**config.mk**
```make
export PLATFORM = sky130hd
export DESIGN_NAME = alu_issue_ctrl
export DESIGN_NICKNAME = d
export VERILOG_FILES = /design/src/rtl/alu_issue_ctrl.sv
export SDC_FILE = /design/constraint.sdc
export NUM_CORES = 1
export LEC_CHECK = 0
export BUFFER_PORTS_ARGS = -buffer_cell sky130_fd_sc_hd__buf_2
export CAP_MARGIN = 20
export CORE_ASPECT_RATIO = 1.5
export CORE_MARGIN = 2
export CORE_UTILIZATION = 47
export CTS_CLUSTER_SIZE = 14
export DETAILED_ROUTE_END_ITERATION = 7
export GPL_ROUTABILITY_DRIVEN = 1
export GPL_TIMING_DRIVEN = 0
export PLACE_DENSITY = 0.8
export SETUP_SLACK_MARGIN = 0.5
export SLEW_MARGIN = 25
export SYNTH_ARGS = -nofsm -noshare
export SYNTH_HDL_FRONTEND = slang
export SYNTH_SLANG_ARGS = --single-unit
```
**constraint.sdc**
```tcl
create_clock -name clk -period 2 [get_ports clk]
set_input_delay 0 -clock clk [delete_from_list [all_inputs] [get_ports clk]]
set_output_delay 0 -clock clk [all_outputs]
set_load 0.1 [all_outputs]
```
**src/rtl/alu_issue_ctrl.sv**
```systemverilog
// ---------------------------------------------------------------------------
// alu_issue_ctrl
//
// Sequencer between register read and a combinational ALU. It accepts one
// MIPS instruction and its two register operands over a valid/ready
// handshake. It decodes the instruction into the ALU's internal
// operand/funct encoding and drives the ALU for one cycle. It then captures
// the result and returns it with the destination register index over a
// second valid/ready handshake. It also flags unsupported instructions and
// keeps a saturating count of completed operations.
//
// Ports
//   clk, rst_n             clock (rising edge), async active-low reset
//   in_valid / in_ready    instruction handshake (in_ready = IDLE only)
//   instr, rs_data,        instruction word and its rs/rt register values
//   rt_data
//   alu_data1, alu_data2,  registered ALU operands, shift amount and
//   alu_shamt, alu_funct   internal funct code
//   alu_result             combinational ALU result, sampled in EXEC
//   out_valid / out_ready  result handshake
//   out_result, out_dest,  captured result, destination register index,
//   out_illegal            and the unsupported-instruction flag
//   retired_cnt            completed result handshakes, saturating
// ---------------------------------------------------------------------------
module alu_issue_ctrl #(
  parameter int CNT_W = 16
) (
  input  logic             clk,
  input  logic             rst_n,
  input  logic             in_valid,
  output logic             in_ready,
  input  logic [31:0]      instr,
  input  logic [31:0]      rs_data,
  input  logic [31:0]      rt_data,
  output logic [31:0]      alu_data1,
  output logic [31:0]      alu_data2,
  output logic [4:0]       alu_shamt,
  output logic [5:0]       alu_funct,
  input  logic [31:0]      alu_result,
  output logic             out_valid,
  input  logic             out_ready,
  output logic [31:0]      out_result,
  output logic [4:0]       out_dest,
  output logic             out_illegal,
  output logic [CNT_W-1:0] retired_cnt
);

  // ALU internal funct codes.
  localparam logic [5:0] ALU_ADDU = 6'b001001;
  localparam logic [5:0] ALU_SUBU = 6'b001010;
  localparam logic [5:0] ALU_SLL  = 6'b100001;
  localparam logic [5:0] ALU_SLLV = 6'b110101;
  localparam logic [5:0] ALU_SLTI = 6'b101010;
  localparam logic [5:0] ALU_NONE = 6'b000000;

  // MIPS opcode / funct values that are supported.
  localparam logic [5:0] OP_RTYPE = 6'b000000;
  localparam logic [5:0] OP_SLTI  = 6'b001010;
  localparam logic [5:0] FN_ADDU  = 6'b100001;
  localparam logic [5:0] FN_SUBU  = 6'b100011;
  localparam logic [5:0] FN_SLL   = 6'b000000;
  localparam logic [5:0] FN_SLLV  = 6'b000100;

  typedef enum logic [1:0] {
    S_IDLE = 2'd0,
    S_EXEC = 2'd1,
    S_DONE = 2'd2
  } state_t;

  state_t r_state;
  state_t w_state_nxt;

  logic [31:0]      r_alu_data1;
  logic [31:0]      r_alu_data2;
  logic [4:0]       r_alu_shamt;
  logic [5:0]       r_alu_funct;
  logic [31:0]      r_out_result;
  logic [4:0]       r_out_dest;
  logic             r_out_illegal;
  logic [CNT_W-1:0] r_retired_cnt;

  // Instruction fields.
  logic [5:0]  w_opcode;
  logic [4:0]  w_rt;
  logic [4:0]  w_rd;
  logic [4:0]  w_shamt_fld;
  logic [5:0]  w_funct_fld;
  logic [15:0] w_imm;

  assign w_opcode    = instr[31:26];
  assign w_rt        = instr[20:16];
  assign w_rd        = instr[15:11];
  assign w_shamt_fld = instr[10:6];
  assign w_funct_fld = instr[5:0];
  assign w_imm       = instr[15:0];

  // Decoded values, loaded into the ALU registers only on acceptance.
  logic [5:0]  w_dec_funct;
  logic [31:0] w_dec_d1;
  logic [31:0] w_dec_d2;
  logic [4:0]  w_dec_shamt;
  logic [4:0]  w_dec_dest;
  logic        w_dec_illegal;

  logic w_accept;
  logic w_retire;

  // NOTE: every signal assigned in an always_comb gets a default first so that
  // no path leaves it unassigned; an unassigned path would infer a latch.
  always_comb begin
    w_dec_funct   = ALU_NONE;
    w_dec_d1      = '0;
    w_dec_d2      = '0;
    w_dec_shamt   = '0;
    w_dec_dest    = '0;
    w_dec_illegal = 1'b1;
    if (w_opcode == OP_RTYPE) begin
      case (w_funct_fld)
        FN_ADDU: begin
          w_dec_funct   = ALU_ADDU;
          w_dec_d1      = rs_data;
          w_dec_d2      = rt_data;
          w_dec_dest    = w_rd;
          w_dec_illegal = 1'b0;
        end
        FN_SUBU: begin
          w_dec_funct   = ALU_SUBU;
          w_dec_d1      = rs_data;
          w_dec_d2      = rt_data;
          w_dec_dest    = w_rd;
          w_dec_illegal = 1'b0;
        end
        FN_SLL: begin
          w_dec_funct   = ALU_SLL;
          w_dec_d1      = rt_data;
          w_dec_shamt   = w_shamt_fld;
          w_dec_dest    = w_rd;
          w_dec_illegal = 1'b0;
        end
        FN_SLLV: begin
          w_dec_funct   = ALU_SLLV;
          w_dec_d1      = rt_data;
          w_dec_d2      = rs_data;
          w_dec_dest    = w_rd;
          w_dec_illegal = 1'b0;
        end
        default: ;
      endcase
    end else if (w_opcode == OP_SLTI) begin
      // The ALU compare is unsigned; the immediate is still sign-extended and
      // the result is used as the ALU produces it.
      w_dec_funct   = ALU_SLTI;
      w_dec_d1      = rs_data;
      w_dec_d2      = {{16{w_imm[15]}}, w_imm};
      w_dec_dest    = w_rt;
      w_dec_illegal = 1'b0;
    end
  end

  // Handshake qualifiers depend on state only, not on the other side.
  assign in_ready  = (r_state == S_IDLE);
  assign out_valid = (r_state == S_DONE);
  assign w_accept  = in_valid && in_ready;
  assign w_retire  = out_valid && out_ready;

  always_comb begin
    w_state_nxt = r_state;
    case (r_state)
      S_IDLE:  if (w_accept) w_state_nxt = S_EXEC;
      S_EXEC:  w_state_nxt = S_DONE;
      S_DONE:  if (out_ready) w_state_nxt = S_IDLE;
      default: w_state_nxt = S_IDLE;
    endcase
  end

  // NOTE: sequential state uses non-blocking assignments only, so every
  // register samples the values from before the edge, whatever order the
  // statements are in.
  always_ff @(posedge clk or negedge rst_n) begin
    if (!rst_n) r_state <= S_IDLE;
    else        r_state <= w_state_nxt;
  end

  // NOTE: all datapath registers are reset. Reset in EXEC/DONE must drop the
  // instruction and return every output to a known value at once.
  always_ff @(posedge clk or negedge rst_n) begin
    if (!rst_n) begin
      r_alu_data1   <= '0;
      r_alu_data2   <= '0;
      r_alu_shamt   <= '0;
      r_alu_funct   <= ALU_NONE;
      r_out_dest    <= '0;
      r_out_illegal <= 1'b0;
    end else if (w_accept) begin
      r_alu_data1   <= w_dec_d1;
      r_alu_data2   <= w_dec_d2;
      r_alu_shamt   <= w_dec_shamt;
      r_alu_funct   <= w_dec_funct;
      r_out_dest    <= w_dec_dest;
      r_out_illegal <= w_dec_illegal;
    end
  end

  always_ff @(posedge clk or negedge rst_n) begin
    if (!rst_n)                r_out_result <= '0;
    else if (r_state == S_EXEC) r_out_result <= alu_result;
  end

  always_ff @(posedge clk or negedge rst_n) begin
    if (!rst_n) begin
      r_retired_cnt <= '0;
    end else if (w_retire && (r_retired_cnt != {CNT_W{1'b1}})) begin
      r_retired_cnt <= r_retired_cnt + CNT_W'(1);
    end
  end

  assign alu_data1   = r_alu_data1;
  assign alu_data2   = r_alu_data2;
  assign alu_shamt   = r_alu_shamt;
  assign alu_funct   = r_alu_funct;
  assign out_result  = r_out_result;
  assign out_dest    = r_out_dest;
  assign out_illegal = r_out_illegal;
  assign retired_cnt = r_retired_cnt;

endmodule

```
After elaboration in Yosys (flattened, before gate mapping)
Cells that the tools add are included.

Equal/unequal tests: 9. Reductions and logical operators: 10. Mux-type cells: 20. Add/subtract/negate cells: 1.

Operators with widths (count): $mux 32 (4); $pmux 32 s2 (2); $mux 5 (5); $pmux 6 s4 (1); $add 16x1->16 const B (1); $ne 16x16->1 const B (1); $eq 6x6->1 const B (2); $logic_not 6->1 (2); $mux 6 (2); $eq 6x3->1 const B (1); $eq 6x4->1 const B (1); $pmux 2 s3 (1); $mux 2 (2); $ne 2x1->1 const B (2); $reduce_or 2->1 (2); $reduce_or 4->1 (1); $logic_and 1x1->1 (3); $mux 1 (3); $eq 2x1->1 const B (1); $eq 2x2->1 const B (1); $logic_not 2->1 (1); $reduce_and 2->1 (1).

Logic and storage cells: 49. Input port bits: 132. Output and inout port bits: 131. Register bits: 131.

Logic depth before layout (Yosys ltp)
Gate-level depths: netlist of the first run.

Depth after elaboration: 4. Depth in mapped cells: 8. Mapped depth without buffers: 5.

Worst setup path before layout of the first run
OpenSTA, ideal clock, no wires.

Path type: reg2reg. Start point: register r_retired_cnt[0], in the netlist retired_cnt[0]. End point: register r_retired_cnt[12], in the netlist retired_cnt[12]. Data arrival time: 2406 ps. Cell stages (with the launch flop): 6. Library setup time: 126 ps. Path buffers: 0. Path slack: -532 ps. Required time: 1874 ps. Clock period less this slack: 2532 ps. Cell sequence: dfrtp_1 -> ha_1 -> nand3_1 -> or3_4 -> nor2_1 -> mux2_2.

Longest elaborated chain between the ends: 2. Elaborated cells between the ends (all ways): 3. Classes of those cells: add/sub: 1; eq/ne: 1; reduce/logical: 1.

RTL lines: start: declaration (line 80) `logic [CNT_W-1:0] r_retired_cnt;`; start signal: assignment (line 213) `r_retired_cnt <= r_retired_cnt + CNT_W'(1);`; branches (longest 2 deep; another with $add 16x1->16).

Several ways; the timed one is not identified. A chain may end at the register's enable or synchronous reset.

Worst setup path in the final report of the first run
Start point: register r_retired_cnt[0], in the netlist retired_cnt[0]. End point: register r_retired_cnt[14], in the netlist retired_cnt[14].

Same word-level chain as after synthesis.

==> results.tsv, run 1 <==
metric	value	unit
vias_per_cell	5.763	
met2_usage	57.75	%
core_area	12020	sq um
relSlewSlack	29.26	%
die_area	13280	sq um
tightestPinTransition	1.046	ns
max_stage_delay	0.46	ns
critPathRequiredTime	2.30	ns
grt_use_total	33.15	%
most-common-layout-cells	buf_2 (256), dlygate4sd3_1 (114), dfrtp_1 (113), nand2_1 (58), a22o_1 (49)	
grtUsageMet3	8.661	%
drt_iter0_drc	353	
area_growth	72.95	%
synth_edf_count	0	
clkLatencyLatePin	0.41	ns
pwr-share-clk	22.6	%
port_buffers	257	
cts_root_buf	clkbuf_16	
remaining_drc_errors	0	
grt_pass1_wl	33780	um
max_freq	538.1	MHz
critPathKind	flop to flop	
hold_path_class	input pin to flop	
wl	23530	um
ios	263	
total_power	15370	uW
critPathLaunchType	flop	
finalSetupViolCount	0	
fin_worst_skew	0.01033	ns
syn_nets	632	
drtAntennaViolNets	0	
die_x	94.78	um
synth-seq-cells	130	
rows	49	
initial_core_util	48.34	%
netlist_area	5809	sq um
crit_arrival	2.16	ns
swShare	50.77	%
ys_warn_count	0	
status	completed	
syn_inst	499	
p_int	7567	uW
maxCapViolations	0	
cpMaxStageDelayCell	or3_4	
async_flop_share	100.0	%
clk_pin_slew	0.06	ns
syn_area_per_cell	11.64	sq um
antenna_found_initial	2	
p_comb_share	53.4	%
switchingPower	7802	uW
cts_buffer_depth	2	
finalHoldViolations	0	
final_common_cell	buf_2	
numCtsBuffers	17	
grt_pass1_vias	6752	
top_usage_layer	met2	
final_core_util	83.61	%
crit_chain	ha_4, nand3_4, or3_4, nor4_4, xor2_1	
p_leak	0.005304	uW
min_period	1.858	ns
ys.flop_type	dfrtp_1	
power_density	1530	nW/um^2
seq_area_frac_synth	56.00	%
post_drt_wl_per_cell	21.45	um
cts_tree	yes	
grt_start_max_net_pins	89	
cts_sinks	130	
place_inst	910	
grt_overflow	0	
drive_gt1_share	47.88	%
grt_use_met1	34.55	%
final_nets	1062	
fin_cells	1097	
hpwl	13290	um
htreeDepth	4	
seqPwrFrac	24.0	%
ir_drop	1.124	mV
finalCritPeriodShare	92.92	%
dr_total_vias	6322	
drt-pass1-iter-count	5	
cp_max_fo	5	
gp_congestion	0.8312	
die_h	140.2	um
rsz0062_at_grt	true	
endpoint_kind	flop	
slew_violations	0	
yosysUniqueCellTypes	45	
[power groups by stage]
stage / sequential [uW] / clock, uW / combinational, uW
floorplan: 8080 / 0 / 1420
global placement: 3670 / 0 / 7050
detailed placement: 3720 / 0 / 7140
CTS: 3650 / 3500 / 7540
global route: 3750 / 3620 / 8440
finish: 3680 / 3480 / 8210
[state kept, by name, summed over array words and instances (netlist names)]
name / cells
retired_cnt: 16
alu_data1: 32
alu_data2: 32
out_result: 32
alu_shamt: 5
r_state: 2
alu_funct: 5
out_dest: 5
out_illegal: 1
[what timing repair did]
action                                 in CTS  in global routing
hold buffers                              114                  0
setup endpoints to repair                 127                128
gates cloned                                0                  7
resized for setup                          43                 52
endpoints found under the hold margin     229                  0
pin swaps                                  10                 14
buffers inserted                           17                 15
[cells in the mapped netlist, types with 2 or more instances]
master / n / share of area [%]
nor4b_1: 2 / 0.30
dfrtp_1: 130 / 56
o31ai_1: 2 / 0.26
xor2_1: 10 / 1.5
and4_1: 3 / 0.45
a221oi_1: 5 / 0.75
and2_1: 2 / 0.22
buf_4: 6 / 0.78
nand3_1: 11 / 0.95
a221o_1: 15 / 2.6
o21ai_0: 21 / 1.8
nand2b_1: 2 / 0.22
buf_6: 6 / 1.2
nor4_1: 3 / 0.32
clkbuf_1: 12 / 0.78
nor2_1: 29 / 1.9
a21o_1: 34 / 4.4
nor4_4: 2 / 0.73
a22o_1: 49 / 7.4
nand4_1: 3 / 0.32
a21oi_1: 19 / 1.6
buf_2: 11 / 0.95
nand2_1: 59 / 3.8
nor3_1: 7 / 0.60
mux2_2: 34 / 6.6
a31oi_1: 3 / 0.32
[worst max-delay path: cells and delay by family, from the launching register on]
family | cells | cell delay [ns]
XOR/XNOR | 1 | 0.25
flip-flops | 1 | 0.45
AND/OR/NAND/NOR | 3 | 0.89
adder cells (fa/ha/maj) | 1 | 0.16
[cell families (layout without fill, tap and decap cells)]
family / Yosys count / count (layout) / share of synthesized area [%]
mux: 34 / 34 / 6.591
other cells: 0 / 2 / 0
simple gates: 135 / 135 / 12.10
buf+inv: 37 / 480 / 3.812
flops: 130 / 130 / 56.00
fa+ha+maj: 1 / 1 / 0.2153
xor+xnor: 11 / 11 / 1.658
compound gates: 151 / 151 / 19.62
[layout make-up]
class	instances	area, sq um
clock inverter	12	203.9
antenna	2	5.005
tap	153	191.4
timing repair buffer	411	2898
fill	619	1969
buffer	35	390.4
inverter	2	15.01
sequential	130	3314
clock buffer	20	456.7
multi-input combinational	332	2572
[per-stage QoR]
step / area [sq um] / setup slack [ns] / hold slack [ns] / TNS, ns
final: 10050 / 0.1417 / 0.04020 / 0
after global routing: 10050 / 0.09729 / 0.03416 / 0
after CTS: 9582 / 0.2323 / 0.009335 / 0
after detailed placement: 7487 / 0.1252 / -0.08423 / 0
after global placement: 7450 / -1.129 / 0.2167 / -98.76
after floorplan: 5972 / 0.1437 / -0.2956 / 0
[routing by layer]
| metal | part of all wire, % | vias up |
|---|---|---|
| met5 | 0 | - |
| met4 | 5.9 | 0 |
| met3 | 7.0 | 121 |
| met2 | 53 | 406 |
| met1 | 34 | 3089 |
| li1 | - | 2706 |
[path summary, 6_finish.rpt]
path | cells after the start | end | slack [ns] | from
hold / removal | 4 | alu_data2[4] | 0.04 | instr[4]
setup reg to reg | 5 | retired_cnt[14] | 0.14 | retired_cnt[0]
setup / recovery | 5 | retired_cnt[14] | 0.14 | retired_cnt[0]
max in group asynchronous | 3 | alu_data2[20] | 1.17 | rst_n
hold reg to reg | 1 | alu_funct[3] | 0.48 | alu_funct[3]
min in group asynchronous | 2 | retired_cnt[6] | 0.08 | rst_n
No activity file was read; power rests on OpenSTA's default activity.
==> inputs of run 2 (changes only) <==
--- a/config.mk
+++ b/config.mk
@@ -15,8 +15,8 @@
 export GPL_ROUTABILITY_DRIVEN = 1
 export GPL_TIMING_DRIVEN = 0
 export PLACE_DENSITY = 0.8
+export REMOVE_ABC_BUFFERS = 1
 export SETUP_SLACK_MARGIN = 0.5
-export SLEW_MARGIN = 25
 export SYNTH_ARGS = -nofsm -noshare
 export SYNTH_HDL_FRONTEND = slang
 export SYNTH_SLANG_ARGS = --single-unit
==> run 2 against run 1 <==
Effect of this change: combinational power increased by 3.5%; total power rose by 2.6%; sequential cell count unchanged; non-clock buffer count rose by 5; setup slack got worse by 0.11 ns; critical path type unchanged; critical endpoint is now retired_cnt[5]; largest power group unchanged; highest routed layer unchanged.
==> results.tsv, run 2 (synthesis results as in run 1) <==
metric	value	unit
status	completed	
grt_pass1_wl	40030	um
power_density	1540	nW/um^2
hold_path_depth	4	
cp_top_family	simple AND/OR/NAND/NOR gates	
cts_sinks	130	
place_inst	879	
max_freq	506.8	MHz
finalSetupViolCount	0	
dr_total_vias	6943	
drt-pass1-iter-count	7	
cts_tree	yes	
drt_iter0_drc	416	
ir_drop	1.122	mV
setup_tns	0	ns
hold_path_class	input pin to flop	
endpoint_kind	flop	
finalWorstSetupSlack	0.02692	ns
clk_pin_slew	0.06	ns
rsz0062_at_grt	true	
final_common_cell	buf_2	
path_common_cell	buf_4	
crit_arrival	2.30	ns
final_nets	1082	
cts_buffer_depth	2	
die_x	94.78	um
htreeDepth	4	
path_depth	8	
critPathRequiredTime	2.32	ns
num_antenna_cells	0	
grt_use_total	40.10	%
slew_violations	0	
vias_per_cell	6.227	
reg2regPathDepth	8	
fin_cells	1115	
drtAntennaViolNets	0	
crit_buf_inv	3	
critPathKind	flop to flop	
area_growth	76.20	%
die_h	140.2	um
fin_worst_skew	0.01492	ns
hpwl	12130	um
finalHoldViolations	0	
maxCapViolations	0	
initial_core_util	48.34	%
grt_overflow	0	
clkLatencyLatePin	0.42	ns
total_power	15760	uW
rows	49	
cp_max_fo	4	
gp_congestion	0.8426	
max_stage_delay	0.47	ns
die_area	13280	sq um
crit_chain	buf_6, ha_4, nand3_4, nor4_4, buf_4, buf_4, nor4b_1, xor2_1	
cpMaxStageDelayCell	nor4b_1	
grt_pass1_vias	7392	
remaining_drc_errors	0	
p_leak	0.005387	uW
critPathLaunchType	flop	
drive_gt1_share	50.21	%
relSlewSlack	44.82	%
finalCritPeriodShare	98.65	%
port_buffers	257	
dp_slack	-1.552	ns
min_period	1.973	ns
most-common-layout-cells	buf_2 (254), dfrtp_1 (122), dlygate4sd3_1 (115), a22o_1 (49), nand2_1 (47)	
numCtsBuffers	17	
cts_root_buf	clkbuf_16	
post_drt_wl_per_cell	25.87	um
core_area	12020	sq um
tightestPinTransition	0.8277	ns
grt_start_max_net_pins	70	
antenna_found_initial	0	
ios	263	
wl	28850	um
## run 2: worst min-delay path, cell delays in order
cell	delay, ns
buf_2	0.12
nand2_2	0.06
o21ai_1	0.10
a221o_1	0.11
## run 2: metrics by stage
step | hold slack (ns) | util, % | area (sq um)
3_5_place_dp | 0.01767 | 59.77 | 7182
4_1_cts | 0.001397 | 82.05 | 9859
5_1_grt | 0.05511 | 85.18 | 10240
3_3_place_gp | 0.2146 | 58.87 | 7074
2_1_floorplan | -0.2956 | - | 5597
6_report | 0.01875 | 85.18 | 10240
## run 2: path summary, 6_finish.rpt
kind,to,slack (ns),start
max in group asynchronous,out_result[21],1.06,rst_n
hold / removal,alu_data2[2],0.02,instr[2]
hold reg to reg,alu_funct[3],0.48,alu_funct[3]
setup / recovery,retired_cnt[5],0.03,retired_cnt[1]
setup reg to reg,retired_cnt[5],0.03,retired_cnt[1]
min in group asynchronous,retired_cnt[8],0.16,rst_n
## run 2: where the power goes
part | switching [uW] | internal, uW | total [uW]
logic | 6580 | 1920 | 8500
clock network | 1220 | 2290 | 3510
registers | 490 | 3270 | 3760
total | 8290 | 7480 | 15800
## run 2: layout make-up
type | count | area, sq um
sequential | 130 | 3263
clock inverter | 12 | 203.9
multi-input combinational | 343 | 2748
inverter | 2 | 20.02
fill | 555 | 1780
timing repair buffer | 451 | 3296
timing repair inverter | 4 | 57.56
clock buffer | 20 | 456.7
tap | 153 | 191.4
## run 2: routing by layer
| layer | global-route usage [%] | share of wire (%) | routed length (um) | vias to the layer above |
|---|---|---|---|---|
| met1 | 42.35 | 31 | 8989 | 3281 |
| met2 | 66.89 | 49 | 14250 | 676 |
| met4 | 26.77 | 8.7 | 2524 | 0 |
| met5 | 0 | 0 | 0 | - |
| li1 | - | - | - | 2766 |
| met3 | 12.96 | 11 | 3090 | 220 |
## run 2: repair_timing
action | in CTS | in global routing
resized for setup | 102 | 40
pin swaps | 54 | 27
endpoints found under the setup margin | 121 | 120
hold endpoints to repair | 161 | 0
cloned | 15 | 3
buffers inserted | 48 | 23
hold buffers | 115 | 0
